<file path="src/rtl/hdmi_pkg.sv">
// rtl/hdmi_pkg.sv - shared state codes, parameter defaults and per-state output drive
package hdmi_pkg;

   localparam int RST_CYC_DEF      = 16;
   localparam int FLUSH_CYC_DEF    = 8;
   localparam int LOCK_TIMEOUT_DEF = 65535;
   localparam int DEBOUNCE_CYC_DEF = 250000;

   typedef enum logic [2:0] {
      WAIT_RX = 3'd0,
      TX_RST  = 3'd1,
      WAIT_TX = 3'd2,
      FLUSH   = 3'd3,
      FILL    = 3'd4,
      RUN     = 3'd5,
      RESEL   = 3'd6
   } state_t;

   typedef struct packed {
      logic tx_pll_reset;
      logic fifo_rst;
      logic fifo_wr_en;
      logic fifo_rd_en;
      logic link_up;
   } drive_t;

   // Output levels a state presents for its whole residency.
   function automatic drive_t state_drive(input state_t s);
      drive_t d;
      case (s)
         WAIT_RX, TX_RST, RESEL: d = drive_t'(5'b11000);
         FLUSH:                  d = drive_t'(5'b01000);
         FILL:                   d = drive_t'(5'b00100);
         RUN:                    d = drive_t'(5'b00111);
         default:                d = drive_t'(5'b00000);
      endcase
      return d;
   endfunction

endpackage

</file>
<file path="src/rtl/sel_debounce.sv">
// rtl/sel_debounce.sv - synchronizes the source-select switches and accepts a new value
// only after it has been held for DEBOUNCE_CYC consecutive cycles.
module sel_debounce
   import hdmi_pkg::*;
#(
   parameter int DEBOUNCE_CYC = DEBOUNCE_CYC_DEF
) (
   input  logic       clk25,
   input  logic       rstin,
   input  logic [1:0] sel_sw,
   output logic [1:0] sel_stable
);

   localparam int              CNT_W    = $clog2(DEBOUNCE_CYC + 1);
   localparam logic [CNT_W-1:0] CNT_LAST = CNT_W'(DEBOUNCE_CYC - 1);
   localparam logic [CNT_W-1:0] CNT_ONE  = CNT_W'(1);

   logic [1:0]       sync1;
   logic [1:0]       sync2;
   logic [1:0]       cand;
   logic [CNT_W-1:0] cnt;

   always_ff @(posedge clk25 or posedge rstin) begin
      if (rstin) begin
         sync1      <= 2'b00;
         sync2      <= 2'b00;
         cand       <= 2'b00;
         cnt        <= '0;
         sel_stable <= 2'b00;
      end else begin
         sync1 <= sel_sw;
         sync2 <= sync1;
         // cand tracks the value being timed; any new value restarts at one seen cycle.
         if (sync2 == sel_stable) begin
            cand <= sel_stable;
            cnt  <= '0;
         end else if (sync2 != cand) begin
            cand <= sync2;
            cnt  <= CNT_ONE;
         end else if (cnt >= CNT_LAST) begin
            sel_stable <= cand;
            cnt        <= '0;
         end else begin
            cnt <= cnt + CNT_ONE;
         end
      end
   end

endmodule

</file>
<file path="src/rtl/hdmi_link_sequencer.sv">
// rtl/hdmi_link_sequencer.sv - brings up the HDMI TX PLL and pixel FIFO behind the RX lock,
// supervises the running link and counts link faults.
module hdmi_link_sequencer
   import hdmi_pkg::*;
#(
   parameter int RST_CYC      = RST_CYC_DEF,
   parameter int FLUSH_CYC    = FLUSH_CYC_DEF,
   parameter int LOCK_TIMEOUT = LOCK_TIMEOUT_DEF,
   parameter int DEBOUNCE_CYC = DEBOUNCE_CYC_DEF
) (
   input  logic       clk25,
   input  logic       rstin,
   input  logic       rx_plllckd,
   input  logic       rx_psalgnerr,
   input  logic       tx_bufpll_lock,
   input  logic       fifo_full,
   input  logic       fifo_empty,
   input  logic       fifo_half,
   input  logic [1:0] sel_sw,
   output logic       tx_pll_reset,
   output logic       fifo_rst,
   output logic       fifo_wr_en,
   output logic       fifo_rd_en,
   output logic [1:0] clk_sel,
   output logic       link_up,
   output logic [2:0] state,
   output logic [7:0] err_cnt
);

   localparam logic [31:0] RST_LAST   = 32'(RST_CYC - 1);
   localparam logic [31:0] FLUSH_LAST = 32'(FLUSH_CYC - 1);
   localparam logic [31:0] LOCK_LAST  = 32'(LOCK_TIMEOUT - 1);

   logic [5:0]  meta;
   logic [5:0]  sync;
   logic        psal_d;
   logic [1:0]  sel_stable;
   state_t      cur;
   state_t      nxt;
   drive_t      drv;
   logic [31:0] cyc_cnt;
   logic        fault;

   logic rx_lock, psal, tx_lock, full_s, empty_s, half_s, psal_rise, sel_pend;

   assign {rx_lock, psal, tx_lock, full_s, empty_s, half_s} = sync;
   assign psal_rise = psal & ~psal_d;
   assign sel_pend  = (sel_stable != clk_sel);

   sel_debounce #(
      .DEBOUNCE_CYC (DEBOUNCE_CYC)
   ) u_sel_debounce (
      .clk25      (clk25),
      .rstin      (rstin),
      .sel_sw     (sel_sw),
      .sel_stable (sel_stable)
   );

   // RX lock loss overrides everything; within RUN the exits follow a fixed priority.
   always_comb begin
      nxt   = cur;
      fault = 1'b0;
      if (cur != WAIT_RX && !rx_lock) begin
         nxt   = WAIT_RX;
         fault = (cur == RUN);
      end else begin
         case (cur)
            WAIT_RX: if (rx_lock) nxt = TX_RST;
            TX_RST:  if (cyc_cnt == RST_LAST) nxt = WAIT_TX;
            WAIT_TX: begin
               if (tx_lock) begin
                  nxt = FLUSH;
               end else if (cyc_cnt == LOCK_LAST) begin
                  nxt   = TX_RST;
                  fault = 1'b1;
               end
            end
            FLUSH:   if (cyc_cnt == FLUSH_LAST) nxt = FILL;
            FILL:    if (half_s) nxt = RUN;
            RUN: begin
               if (sel_pend) begin
                  nxt = RESEL;
               end else if (!tx_lock) begin
                  nxt   = TX_RST;
                  fault = 1'b1;
               end else if (full_s || empty_s) begin
                  nxt   = FLUSH;
                  fault = 1'b1;
               end
            end
            RESEL:   nxt = TX_RST;
            default: nxt = WAIT_RX;
         endcase
      end
   end

   always_ff @(posedge clk25 or posedge rstin) begin
      if (rstin) begin
         meta    <= '0;
         sync    <= '0;
         psal_d  <= 1'b0;
         cur     <= WAIT_RX;
         drv     <= state_drive(WAIT_RX);
         cyc_cnt <= '0;
         err_cnt <= 8'd0;
         clk_sel <= 2'b00;
      end else begin
         meta    <= {rx_plllckd, rx_psalgnerr, tx_bufpll_lock, fifo_full, fifo_empty, fifo_half};
         sync    <= meta;
         psal_d  <= psal;
         cur     <= nxt;
         drv     <= state_drive(nxt);
         cyc_cnt <= (nxt != cur) ? 32'd0 : cyc_cnt + 32'd1;
         // Coincident fault and phase-align events still count once.
         if ((fault || psal_rise) && err_cnt != 8'hFF)
            err_cnt <= err_cnt + 8'd1;
         // The mux only moves while both the TX PLL and the FIFO are held in reset.
         if (sel_pend && (nxt == RESEL ||
                          (nxt == cur && (cur == WAIT_RX || cur == TX_RST))))
            clk_sel <= sel_stable;
      end
   end

   assign state        = cur;
   assign tx_pll_reset = drv.tx_pll_reset;
   assign fifo_rst     = drv.fifo_rst;
   assign fifo_wr_en   = drv.fifo_wr_en;
   assign fifo_rd_en   = drv.fifo_rd_en;
   assign link_up      = drv.link_up;

endmodule

</file>
<file path="config.mk">
export PLATFORM = sky130hd
export DESIGN_NAME = hdmi_link_sequencer
export DESIGN_NICKNAME = d
export VERILOG_FILES = /design/src/rtl/hdmi_pkg.sv /design/src/rtl/sel_debounce.sv /design/src/rtl/hdmi_link_sequencer.sv
export SDC_FILE = /design/constraint.sdc
export NUM_CORES = 1
export LEC_CHECK = 0
export ABC_AREA = 1
export BUFFER_PORTS_ARGS = -buffer_cell sky130_fd_sc_hd__buf_2
export CAP_MARGIN = 15
export CELL_PAD_IN_SITES_DETAIL_PLACEMENT = 0
export CELL_PAD_IN_SITES_GLOBAL_PLACEMENT = 1
export CORE_MARGIN = 2
export CORE_UTILIZATION = 35
export CTS_BUF_LIST = sky130_fd_sc_hd__clkbuf_4
export DETAILED_ROUTE_END_ITERATION = 8
export GPL_ROUTABILITY_DRIVEN = 0
export PLACE_DENSITY = 0.71
export SLEW_MARGIN = 10
export SYNTH_ARGS = -nofsm -noshare
export SYNTH_HDL_FRONTEND = slang
export SYNTH_SLANG_ARGS = --single-unit
export TNS_END_PERCENT = 30
</file>
<file path="constraint.sdc">
create_clock -name clk25 -period 3.4 [get_ports clk25]
set_input_delay 0 -clock clk25 [delete_from_list [all_inputs] [get_ports clk25]]
set_output_delay 0 -clock clk25 [all_outputs]
set_load 0.005 [all_outputs]
</file>
==> flow_summary.ini <==
[synth]
ys_types = 36
synth-seq-cells = 88
ys_warn_count = 0
synth_nets = 540
syn_area_um2 = 4390
ys_seq_area_share_pct = 50.2
syn_area_per_cell_um2 = 8.34
syn-instance-count = 526

[timing]
setup_viol = 0
rsz0062_at_grt = false
slew_headroom_pct = 58.7
fin_skew_ns = 0.0220
slew_viol_final = 0
hold_slack_ns = 0.116
finalCriticalPeriod_ns = 2.38
finalHoldViolations = 0
fmax_mhz = 420
fin_ws_ns = 1.02
setup_tns_ns = 0
worstMarginPinSlew_ns = 0.618
fin_crit_sh_pct = 70.0

[placed_design]
post-place-ws_ns = 1.01
dp_hpwl_mm = 6.49
io_buffers = 27
place_inst = 717

[detailed_routing]
drt-pass1-iter-count = 4
avgRoutedWirePerCell_um = 12.1
antenna_left = 0
drc = 0
wl_mm = 8.97
via_count = 3463
via_per_inst = 4.67
drt_iter0_drc = 156

[floorplan]
dieArea_um2 = 13400
die_w_um = 116
die_y_um = 116
rows = 40
initial_core_util_pct = 36.2
core_area_um2 = 12100
io_pins = 28

[layout]
final_cell_mix = 106 x nand2_1, 86 x dfrtp_1, 83 x nor2_1
final_common_cell = nand2_1
instances_no_fill = 742
diodes = 0
fillCellCount = 1277
nets = 583
layout-drive-gt1-share_pct = 14.3
fin_util_pct = 40.6
syn_to_final_growth_pct = 11.9

[global_routing]
grt_pass1_vias = 3430
grt_max_degree = 38
grt-ovfl-total = 0
antenna_found_initial = 0
track_usage_pct = 14.9
grt_pass1_wl_mm = 15.7

[critical_path]
startpoint_type = flop
path_class = flop to flop
crit_required_ns = 3.78
end_kind = flop
crit_arrival_ns = 2.76
critical_path.max_fanout = 25

[clock_network]
clock-sinks = 88
cts_tree = built
clockBufferDepth = 2
cts_buffers = 9
htree_levels = 3
clk_latency_ns = 0.47
root_buffer = clkbuf_4
postCtsSetupBuffers = 0
cts.clk_slew.worst_paths_ns = 0.16

[pwr]
cellPowerDensity_nw_per_um2 = 456
ir_drop_uv = 241
p_leak_nw = 2.23

[job]
drv_cap = 0

[min_path]
hp-class = primary input to async pin

[status]
status = finished clean
==> cell type report <==
class	count	area, um2	share of cell area [%]
Clock inverter	5	35.0	0.713
Tap cell	168	210	4.28
Inverter	64	244	4.97
Multi-Input combinational cell	368	1900	38.6
Clock buffer	11	82.6	1.68
Sequential cell	88	2200	44.9
Timing Repair Buffer	38	240	4.89
==> cell families after synthesis <==
family                   count (synthesis)  synth area share (%)
buffers and inverters                   70                  6.56
adder cells (fa/ha/maj)                  4                  1.14
flip-flops                              88                  50.2
AND/OR/NAND/NOR                        294                  31.2
AO/OA/AOI/OAI                           41                  5.10
XOR/XNOR                                29                  5.79
==> state kept, by name, indices dropped and copies added, names as in the netlist, 3 cells and up <==
signal              cells
state                   3
cyc_cnt                32
meta                    6
u_sel_debounce.cnt     18
sync                    6
err_cnt                 8
==> stage by stage <==
stage	power [mW]	cell area, um2
final	2.24	4910
after global routing	2.38	4910
after CTS	2.29	4910
after detailed placement	1.72	4700
after global placement	1.72	4700
after floorplan	1.62	4390
==> critical path, stage by stage (launching register included) <==
cell     delay, ns
dfrtp_1       0.43
ha_1          0.22
nand3_1       0.13
nor2_1        0.14
nand2_1       0.08
nor3_1        0.17
nor2_1        0.06
nand2_1       0.13
nand2_1       0.12
nand2_1       0.08
nand2_1       0.12
nor2_8        0.20
inv_4         0.19
nor3_1        0.21
==> cell usage after synthesis (all sizes together) <==
library cell  instances  area share [%]
a21boi                1            0.17
a21oi                18             2.2
a31oi                 1            0.14
and3                  1            0.14
buf                   3            0.77
clkbuf                3            0.26
dfrtp                86              49
dfstp                 2             1.2
ha                    4             1.1
inv                  64             5.5
nand2               109             9.6
nand3                34             4.2
nand4                14             2.0
nor2                102              10
nor3                 19             2.9
nor3b                 4            0.68
nor4                  9             1.3
o211ai                3            0.51
o21ai                18             2.1
or2                   1            0.14
or3                   1            0.14
xnor2                12             2.4
xor2                 17             3.4
==> routing by layer <==
| metal | part of all wire (%) | vias to the layer above | track usage, % |
|---|---|---|---|
| li1 | - | 1774 | - |
| met1 | 50 | 1626 | 20.1 |
| met2 | 45 | 50 | 23.7 |
| met3 | 3.2 | 13 | 2.98 |
| met4 | 2.0 | 0 | 6.19 |
| met5 | 0 | - | 0 |
==> path summary, 6_finish.rpt <==
kind	from	endpoint	slack, ns	depth (start not counted)
max	cyc_cnt[0]	cyc_cnt[21]	1.02	13
min	rstin	u_sel_debounce.sel_stable[1]	0.12	3
max reg2reg	cyc_cnt[0]	cyc_cnt[21]	1.02	13
min reg2reg	meta[4]	sync[4]	0.37	0
max in group asynchronous	rstin	fifo_rst	2.46	4
min in group clk25	rx_psalgnerr	meta[4]	0.17	2
==> timing repair <==
item	4_1_cts	5_1_grt
hold buffers	9	0
resized for setup	0	0
endpoints found under the setup margin	0	0
hold endpoints to repair	43	0
==> power by group <==
part	internal, mW	total, mW	switching, mW
Clock	0.167	0.539	0.372
Combinational	0.164	0.511	0.347
Sequential	1.11	1.19	0.0753
Note: power is estimated with default switching activity, not from simulation.
